## config.mk

```make
export PLATFORM = sky130hd
export DESIGN_NAME = i2s_tx_stream_mux_flat
export DESIGN_NICKNAME = d
export VERILOG_FILES = /design/src/rtl/i2s_pkg.sv /design/src/rtl/i2s_tx_stream_mux_if.sv /design/src/rtl/i2s_tx_stream_mux.sv /design/src/flat_wrapper.sv
export SDC_FILE = /design/constraint.sdc
export NUM_CORES = 1
export LEC_CHECK = 0
export ABC_CLOCK_PERIOD_IN_PS = 3000
export CORE_UTILIZATION = 42
export DETAILED_ROUTE_END_ITERATION = 7
export PLACE_DENSITY = 0.89
export SETUP_SLACK_MARGIN = 0.2
export SLEW_MARGIN = 15
export SYNTH_ARGS = -nofsm -noshare
export SYNTH_HDL_FRONTEND = slang
export SYNTH_SLANG_ARGS = --single-unit
export TNS_END_PERCENT = 5
```

## constraint.sdc

```tcl
create_clock -name sck_i -period 3 [get_ports sck_i]
set_clock_uncertainty 0.1 [all_clocks]
set_input_delay 0.45 -clock sck_i [delete_from_list [all_inputs] [get_ports sck_i]]
set_output_delay 0.45 -clock sck_i [all_outputs]
set_load 0.02 [all_outputs]
```

## src/rtl/i2s_pkg.sv

```systemverilog
// ---------------------------------------------------------------------------
// i2s_pkg
// Shared types and constants for the I2S TX sample path.
//   i2s_mux_state_e : slot scheduler state of the TX stream mux
//   I2S_DATA_WIDTH  : default sample word width of the TX channel
// ---------------------------------------------------------------------------
package i2s_pkg;

    localparam int I2S_DATA_WIDTH = 32;

    typedef enum logic [1:0] {
        ST_IDLE  = 2'd0,
        ST_LEFT  = 2'd1,
        ST_RIGHT = 2'd2
    } i2s_mux_state_e;

endpackage : i2s_pkg

```

## src/rtl/i2s_tx_stream_mux_if.sv

```systemverilog
// ---------------------------------------------------------------------------
// i2s_tx_stream_mux_if
// Sample-path bundle around the I2S TX stream mux. Signal suffixes are seen
// from the mux side, so the mux uses the master modport and the uDMA buffers
// / TX channel (or a testbench) use the slave modport.
//   l_data_i / l_valid_i / l_ready_o   left-stream valid/ready sample port
//   r_data_i / r_valid_i / r_ready_o   right-stream valid/ready sample port
//   fifo_data_o / fifo_data_valid_o    sample presented to the TX channel
//   fifo_data_ready_i                  TX channel consumes fifo_data_o
// ---------------------------------------------------------------------------
interface i2s_tx_stream_mux_if
    import i2s_pkg::*;
#(
    parameter int DATA_WIDTH = I2S_DATA_WIDTH
);

    logic [DATA_WIDTH-1:0] l_data_i;
    logic                  l_valid_i;
    logic                  l_ready_o;

    logic [DATA_WIDTH-1:0] r_data_i;
    logic                  r_valid_i;
    logic                  r_ready_o;

    logic [DATA_WIDTH-1:0] fifo_data_o;
    logic                  fifo_data_valid_o;
    logic                  fifo_data_ready_i;

    modport master (
        input  l_data_i, l_valid_i,
        input  r_data_i, r_valid_i,
        input  fifo_data_ready_i,
        output l_ready_o, r_ready_o,
        output fifo_data_o, fifo_data_valid_o
    );

    modport slave (
        output l_data_i, l_valid_i,
        output r_data_i, r_valid_i,
        output fifo_data_ready_i,
        input  l_ready_o, r_ready_o,
        input  fifo_data_o, fifo_data_valid_o
    );

endinterface : i2s_tx_stream_mux_if

```

## src/rtl/i2s_tx_stream_mux.sv

```systemverilog
// ---------------------------------------------------------------------------
// i2s_tx_stream_mux
// Schedules the left and right uDMA sample streams onto the single sample
// port of the I2S TX channel in strict L,R,L,R slot order (L only in mono).
// A slot the TX channel consumes while no sample is staged is an underrun:
// the fill word goes out, the slot is skipped so L/R alignment holds, and a
// saturating counter records it. Runs entirely in the sck_i domain.
//
// Ports
//   sck_i           serial bit clock, the only clock
//   rstn_i          synchronous active-low reset
//   cfg_en_i        enables scheduling; low empties the output register
//   cfg_2ch_i       1: alternate L/R, 0: left stream only
//   cfg_clr_cnt_i   clears the underrun counter (wins over an increment)
//   bus             sample streams and TX channel port (master modport)
//   underrun_o      one-cycle pulse after an underrun slot
//   underrun_cnt_o  saturating underrun count
//   busy_o          scheduler is not idle
//
// Configuration macro
//   I2S_TX_MUX_HOLD_LAST_EN  when defined, the fill word is the last sample
//                            loaded for the current slot's channel instead
//                            of the FILL_WORD parameter.
// ---------------------------------------------------------------------------
module i2s_tx_stream_mux
    import i2s_pkg::*;
#(
    parameter int                    DATA_WIDTH = I2S_DATA_WIDTH,
    parameter logic [DATA_WIDTH-1:0] FILL_WORD  = '0,
    parameter int                    CNT_WIDTH  = 16
) (
    input  logic                  sck_i,
    input  logic                  rstn_i,
    input  logic                  cfg_en_i,
    input  logic                  cfg_2ch_i,
    input  logic                  cfg_clr_cnt_i,
    i2s_tx_stream_mux_if.master   bus,
    output logic                  underrun_o,
    output logic [CNT_WIDTH-1:0]  underrun_cnt_o,
    output logic                  busy_o
);

    i2s_mux_state_e        state_q, state_d;
    logic                  outValid_q, outValid_d;
    logic [DATA_WIDTH-1:0] outData_q, outData_d;
    logic                  underrunPulse_q;
    logic [CNT_WIDTH-1:0]  underrunCnt_q, underrunCnt_d;

    logic                  srcValid;
    logic [DATA_WIDTH-1:0] srcData;
    logic                  srcReady;
    logic                  load;
    logic                  consume;
    logic                  underrun;
    logic                  slotAdvance;
    logic [DATA_WIDTH-1:0] fillWord;

    // Select the stream owning the current slot and decide whether it may
    // hand over a word. A staged word only makes room when the channel
    // takes it this cycle; an empty register may only be filled when the
    // channel is not consuming, since a consume from empty is an underrun
    // and that slot is dropped rather than handshaken.
    always_comb begin
        srcValid = 1'b0;
        srcData  = '0;
        case (state_q)
            ST_LEFT: begin
                srcValid = bus.l_valid_i;
                srcData  = bus.l_data_i;
            end
            ST_RIGHT: begin
                srcValid = bus.r_valid_i;
                srcData  = bus.r_data_i;
            end
            default: begin
                srcValid = 1'b0;
                srcData  = '0;
            end
        endcase

        srcReady = cfg_en_i && (state_q != ST_IDLE) &&
                   (outValid_q ? bus.fifo_data_ready_i : !bus.fifo_data_ready_i);

        load        = srcReady && srcValid;
        consume     = bus.fifo_data_ready_i && outValid_q;
        underrun    = bus.fifo_data_ready_i && !outValid_q && (state_q != ST_IDLE);
        slotAdvance = load || underrun;
    end

    assign bus.l_ready_o = srcReady && (state_q == ST_LEFT);
    assign bus.r_ready_o = srcReady && (state_q == ST_RIGHT);

    // Slot scheduler next state. The channel mode is sampled only when a
    // slot advances, so a mode change lands on a slot boundary. Disabling
    // always parks in IDLE so a re-enable restarts on the left slot.
    always_comb begin
        state_d = state_q;
        case (state_q)
            ST_IDLE: begin
                if (cfg_en_i) state_d = ST_LEFT;
            end
            ST_LEFT: begin
                if (slotAdvance) state_d = cfg_2ch_i ? ST_RIGHT : ST_LEFT;
            end
            ST_RIGHT: begin
                if (slotAdvance) state_d = ST_LEFT;
            end
            default: state_d = ST_IDLE;
        endcase
        if (!cfg_en_i) state_d = ST_IDLE;
    end

    // Output register: a load may coincide with a consume, which gives one
    // word per cycle back-to-back. Disabling drops any staged word.
    always_comb begin
        outValid_d = outValid_q;
        outData_d  = outData_q;
        if (!cfg_en_i) begin
            outValid_d = 1'b0;
        end else if (load) begin
            outValid_d = 1'b1;
            outData_d  = srcData;
        end else if (consume) begin
            outValid_d = 1'b0;
        end
    end

    // Underrun counter saturates at all-ones; a clear request takes
    // priority over an increment in the same cycle.
    always_comb begin
        underrunCnt_d = underrunCnt_q;
        if (cfg_clr_cnt_i) begin
            underrunCnt_d = '0;
        end else if (underrun && !(&underrunCnt_q)) begin
            underrunCnt_d = underrunCnt_q + 1'b1;
        end
    end

    always_ff @(posedge sck_i) begin
        if (!rstn_i) begin
            state_q         <= ST_IDLE;
            outValid_q      <= 1'b0;
            outData_q       <= '0;
            underrunPulse_q <= 1'b0;
            underrunCnt_q   <= '0;
        end else begin
            state_q         <= state_d;
            outValid_q      <= outValid_d;
            outData_q       <= outData_d;
            underrunPulse_q <= underrun;
            underrunCnt_q   <= underrunCnt_d;
        end
    end

`ifdef I2S_TX_MUX_HOLD_LAST_EN
    logic [DATA_WIDTH-1:0] holdL_q;
    logic [DATA_WIDTH-1:0] holdR_q;

    // Remember the last sample loaded per channel so an underrun slot
    // repeats that channel's previous sample instead of emitting silence.
    always_ff @(posedge sck_i) begin
        if (!rstn_i) begin
            holdL_q <= '0;
            holdR_q <= '0;
        end else if (load) begin
            if (state_q == ST_LEFT)  holdL_q <= srcData;
            if (state_q == ST_RIGHT) holdR_q <= srcData;
        end
    end

    assign fillWord = (state_q == ST_RIGHT) ? holdR_q : holdL_q;
`else
    assign fillWord = FILL_WORD;
`endif

    assign bus.fifo_data_o       = outValid_q ? outData_q : fillWord;
    assign bus.fifo_data_valid_o = outValid_q;
    assign underrun_o            = underrunPulse_q;
    assign underrun_cnt_o        = underrunCnt_q;
    assign busy_o                = (state_q != ST_IDLE);

endmodule : i2s_tx_stream_mux
```

## src/flat_wrapper.sv

```systemverilog
// flat-port wrapper written by rule: the top's interface ports become plain ports
module i2s_tx_stream_mux_flat import i2s_pkg::*;
#(
    parameter int                    DATA_WIDTH = I2S_DATA_WIDTH,
    parameter logic [DATA_WIDTH-1:0] FILL_WORD  = '0,
    parameter int                    CNT_WIDTH  = 16
)
  (sck_i, rstn_i, cfg_en_i, cfg_2ch_i, cfg_clr_cnt_i, underrun_o, underrun_cnt_o, busy_o, bus_l_data_i, bus_l_valid_i, bus_r_data_i, bus_r_valid_i, bus_fifo_data_ready_i, bus_l_ready_o, bus_r_ready_o, bus_fifo_data_o, bus_fifo_data_valid_o);
  i2s_tx_stream_mux_if #(.DATA_WIDTH(DATA_WIDTH)) bus_i ();
  input  logic sck_i;
  input  logic rstn_i;
  input  logic cfg_en_i;
  input  logic cfg_2ch_i;
  input  logic cfg_clr_cnt_i;
  output logic underrun_o;
  output logic [CNT_WIDTH-1:0] underrun_cnt_o;
  output logic busy_o;
  input wire logic [$bits(bus_i.l_data_i)-1:0] bus_l_data_i;
  input wire logic [$bits(bus_i.l_valid_i)-1:0] bus_l_valid_i;
  input wire logic [$bits(bus_i.r_data_i)-1:0] bus_r_data_i;
  input wire logic [$bits(bus_i.r_valid_i)-1:0] bus_r_valid_i;
  input wire logic [$bits(bus_i.fifo_data_ready_i)-1:0] bus_fifo_data_ready_i;
  output wire logic [$bits(bus_i.l_ready_o)-1:0] bus_l_ready_o;
  output wire logic [$bits(bus_i.r_ready_o)-1:0] bus_r_ready_o;
  output wire logic [$bits(bus_i.fifo_data_o)-1:0] bus_fifo_data_o;
  output wire logic [$bits(bus_i.fifo_data_valid_o)-1:0] bus_fifo_data_valid_o;
  assign bus_i.l_data_i = bus_l_data_i;
  assign bus_i.l_valid_i = bus_l_valid_i;
  assign bus_i.r_data_i = bus_r_data_i;
  assign bus_i.r_valid_i = bus_r_valid_i;
  assign bus_i.fifo_data_ready_i = bus_fifo_data_ready_i;
  assign bus_l_ready_o = bus_i.l_ready_o;
  assign bus_r_ready_o = bus_i.r_ready_o;
  assign bus_fifo_data_o = bus_i.fifo_data_o;
  assign bus_fifo_data_valid_o = bus_i.fifo_data_valid_o;
  i2s_tx_stream_mux #(.DATA_WIDTH(DATA_WIDTH), .FILL_WORD(FILL_WORD), .CNT_WIDTH(CNT_WIDTH)) u_core (.sck_i(sck_i), .rstn_i(rstn_i), .cfg_en_i(cfg_en_i), .cfg_2ch_i(cfg_2ch_i), .cfg_clr_cnt_i(cfg_clr_cnt_i), .bus(bus_i), .underrun_o(underrun_o), .underrun_cnt_o(underrun_cnt_o), .busy_o(busy_o));
endmodule
```

==> reports/metrics.csv <==
metric;value;unit
powerDensity;346.3;nW/um^2
pre_cts_ws;0.2744;ns
synth_largest_area_cell;dfxtp_1;
synth_nets;392;
critPathRequiredTime;2.45;ns
grt_pass1_wl;12020;um
dp_hpwl;5816;um
synth-edff-count;0;
crit_arrival;2.17;ns
fin_tns_setup;0;ns
path_clk_slew;0.10;ns
std_cell_rows;28;
cts_setup_buffers;0;
fin_util;68.19;%
avgSynthCellArea;8.662;sq um
ys_seq_area_share;38.39;%
endpoint_kind;output port;
cts_resized;0;
die_x;82.35;um
tritoncts;done;
setup_slack;0.2834;ns
finalSetupViolCount;0;
grt-ovfl-total;0;
hold_buffers;0;
synth_most_common_cell;dfxtp_1;
synthDistinctLibCells;41;
tritoncts.num_buffers;5;
max_freq;368.1;MHz
synth_area_leaders;dfxtp_1, a221oi_1, nor3b_1;
synth_area;2711;sq um
port_buffers;124;
period_needed;2.717;ns
use_met3;9.560;%
die_area;6781;sq um
clockBufferDepth;2;
core;6061;sq um
worst_pin_slew;0.8520;ns
fillers;496;
ys.flop_type;dfxtp_1;
grt_pass1_vias;2624;
cts_root_buf;clkbuf_8;
met2_usage;41.57;%
gp_congestion;0.7638;
ys_warn_count;0;
clk_latency;0.32;ns
pin_count;125;
dr_total_vias;2829;
synthTopCellsByCount;dfxtp_1, nor2_1, and2_1;
cp_max_fo;4;
hold_viol;0;
drv_slew;0;
wl_per_cell;15.34;um
nets;506;
drive_gt1_share;5.841;%
htree_levels;2;
die_h;82.35;um
grt_setup_unrepaired;no;
hp-class;register to register;
synth_top_cell_area_share;38.39;%
synth-seq-cells;52;
final.period_utilization;90.55;%
asyncSetResetFlopFracSynth;0;%
p_leak;1.444;nW
ant_nets;0;
path_class;input pin to output port;
drtIter0Drc;101;
use_met1;25.08;%
crit_path_start_kind;input pin;
dr.pass1.iters;4;
maxCapViolCount;0;
status;complete, no violations;
synthCells;313;
max-vdd-ir-drop;0.2533;mV
grt_max_degree;36;
wl;7717;um
antenna_found_initial;0;
diodes;0;
busiest_layer;met2;
drc;0;
initial_core_util;44.74;%
cts.sinks;52;
grt_use_total;23.37;%
avgViaCountPerCell;5.624;
slew_headroom;42.73;%
area_growth;52.42;%
## path summary, 6_finish.rpt
| kind | end | cells past startpoint | slack, ns | startpoint |
|---|---|---|---|---|
| setup / recovery | bus_r_ready_o | 5 | 0.28 | bus_fifo_data_ready_i |
| hold / removal | u_core.outData_q[22] | 2 | 0.40 | u_core.outData_q[22] |
| setup reg to reg | u_core.outData_q[29] | 7 | 0.76 | u_core.state_q[0] |
| hold reg to reg | u_core.outData_q[22] | 2 | 0.40 | u_core.outData_q[22] |
## state kept, by name, indices dropped and copies added (netlist names)
register / count
u_core.state_q: 2
u_core.underrun_o: 1
u_core.outData_q: 32
u_core.bus.fifo_data_valid_o: 1
u_core.underrun_cnt_o: 16
## critical path, cell delays in order
cell             delay (ns)
clkdlybuf4s50_1        0.46
ha_1                   0.30
and3b_2                0.22
and2_1                 0.13
clkdlybuf4s50_1        0.60
## cell type report
cell class	instances	area (sq um)	share of cell area [%]
Clock buffer	5	68.82	1.665
Clock inverter	3	68.82	1.665
Inverter	5	18.77	0.4541
Multi-Input combinational cell	233	1555	37.63
Sequential cell	52	1041	25.19
Tap cell	75	93.84	2.271
Timing Repair Buffer	130	1286	31.12
## layer usage
layer | share of wire [%] | vias up | wire length (um)
li1 | - | 1383 | -
met2 | 51 | 106 | 3898
met5 | 0 | - | 0
met3 | 9.1 | 12 | 705
met4 | 1.6 | 0 | 122
met1 | 39 | 1328 | 2990
## power by group
| group | internal (mW) | switching [mW] | total (mW) | leakage, nW |
|---|---|---|---|---|
| Combinational | 0.104 | 0.0557 | 0.160 | 0.956 |
| Clock | 0.336 | 0.241 | 0.576 | 0.0687 |
| Sequential | 0.693 | 0.00218 | 0.695 | 0.419 |
## logic make-up (layout without fill, tap and decap cells)
family	count (synthesis)	after routing	synth area share, %
AND/OR/NAND/NOR	154	154	34.52
AO/OA/AOI/OAI	71	71	19.24
flip-flops	52	52	38.39
buffers and inverters	28	143	4.245
adder cells (fa/ha/maj)	7	7	3.230
multiplexers	1	1	0.3692
## placed cells by master (no fill, tap or decap), drive strengths merged
master and count:
and2b 1, o31ai 3, o21ai 14, or3 8
o21bai 1, mux2i 1, and3b 1, a211oi 1
nor2 36, o211ai 2, and4 1, inv 6
nand3 5, clkbuf 5, a221oi 32, o311a 1
a21oi 11, o311ai 1, clkdlybuf4s50 124, or4 2
a22o 1, nand2b 4, ha 7, nor2b 1
o41ai 3, and4b 1, nor4 4, nor3b 33
nor3 1, nand4 6, buf 6, o211a 1
nand2 11, dfxtp 52, and3 4, and2 35
bufinv 2
## through the flow
| stage | cell area, sq um | hold slack, ns | instances | power, mW |
|---|---|---|---|---|
| after CTS | 4133 | 0.3996 | 503 | 1.440 |
| after floorplan | 2711 | 0.3717 | 313 | 0.7579 |
| after global placement | 3995 | 0.3781 | 495 | 0.8676 |
| after global routing | 4133 | 0.4226 | 503 | 1.476 |
| final | 4133 | 0.3965 | 503 | 1.431 |
| after detailed placement | 3995 | 0.3855 | 495 | 0.8714 |
Note: power is estimated with default switching activity, not from simulation.
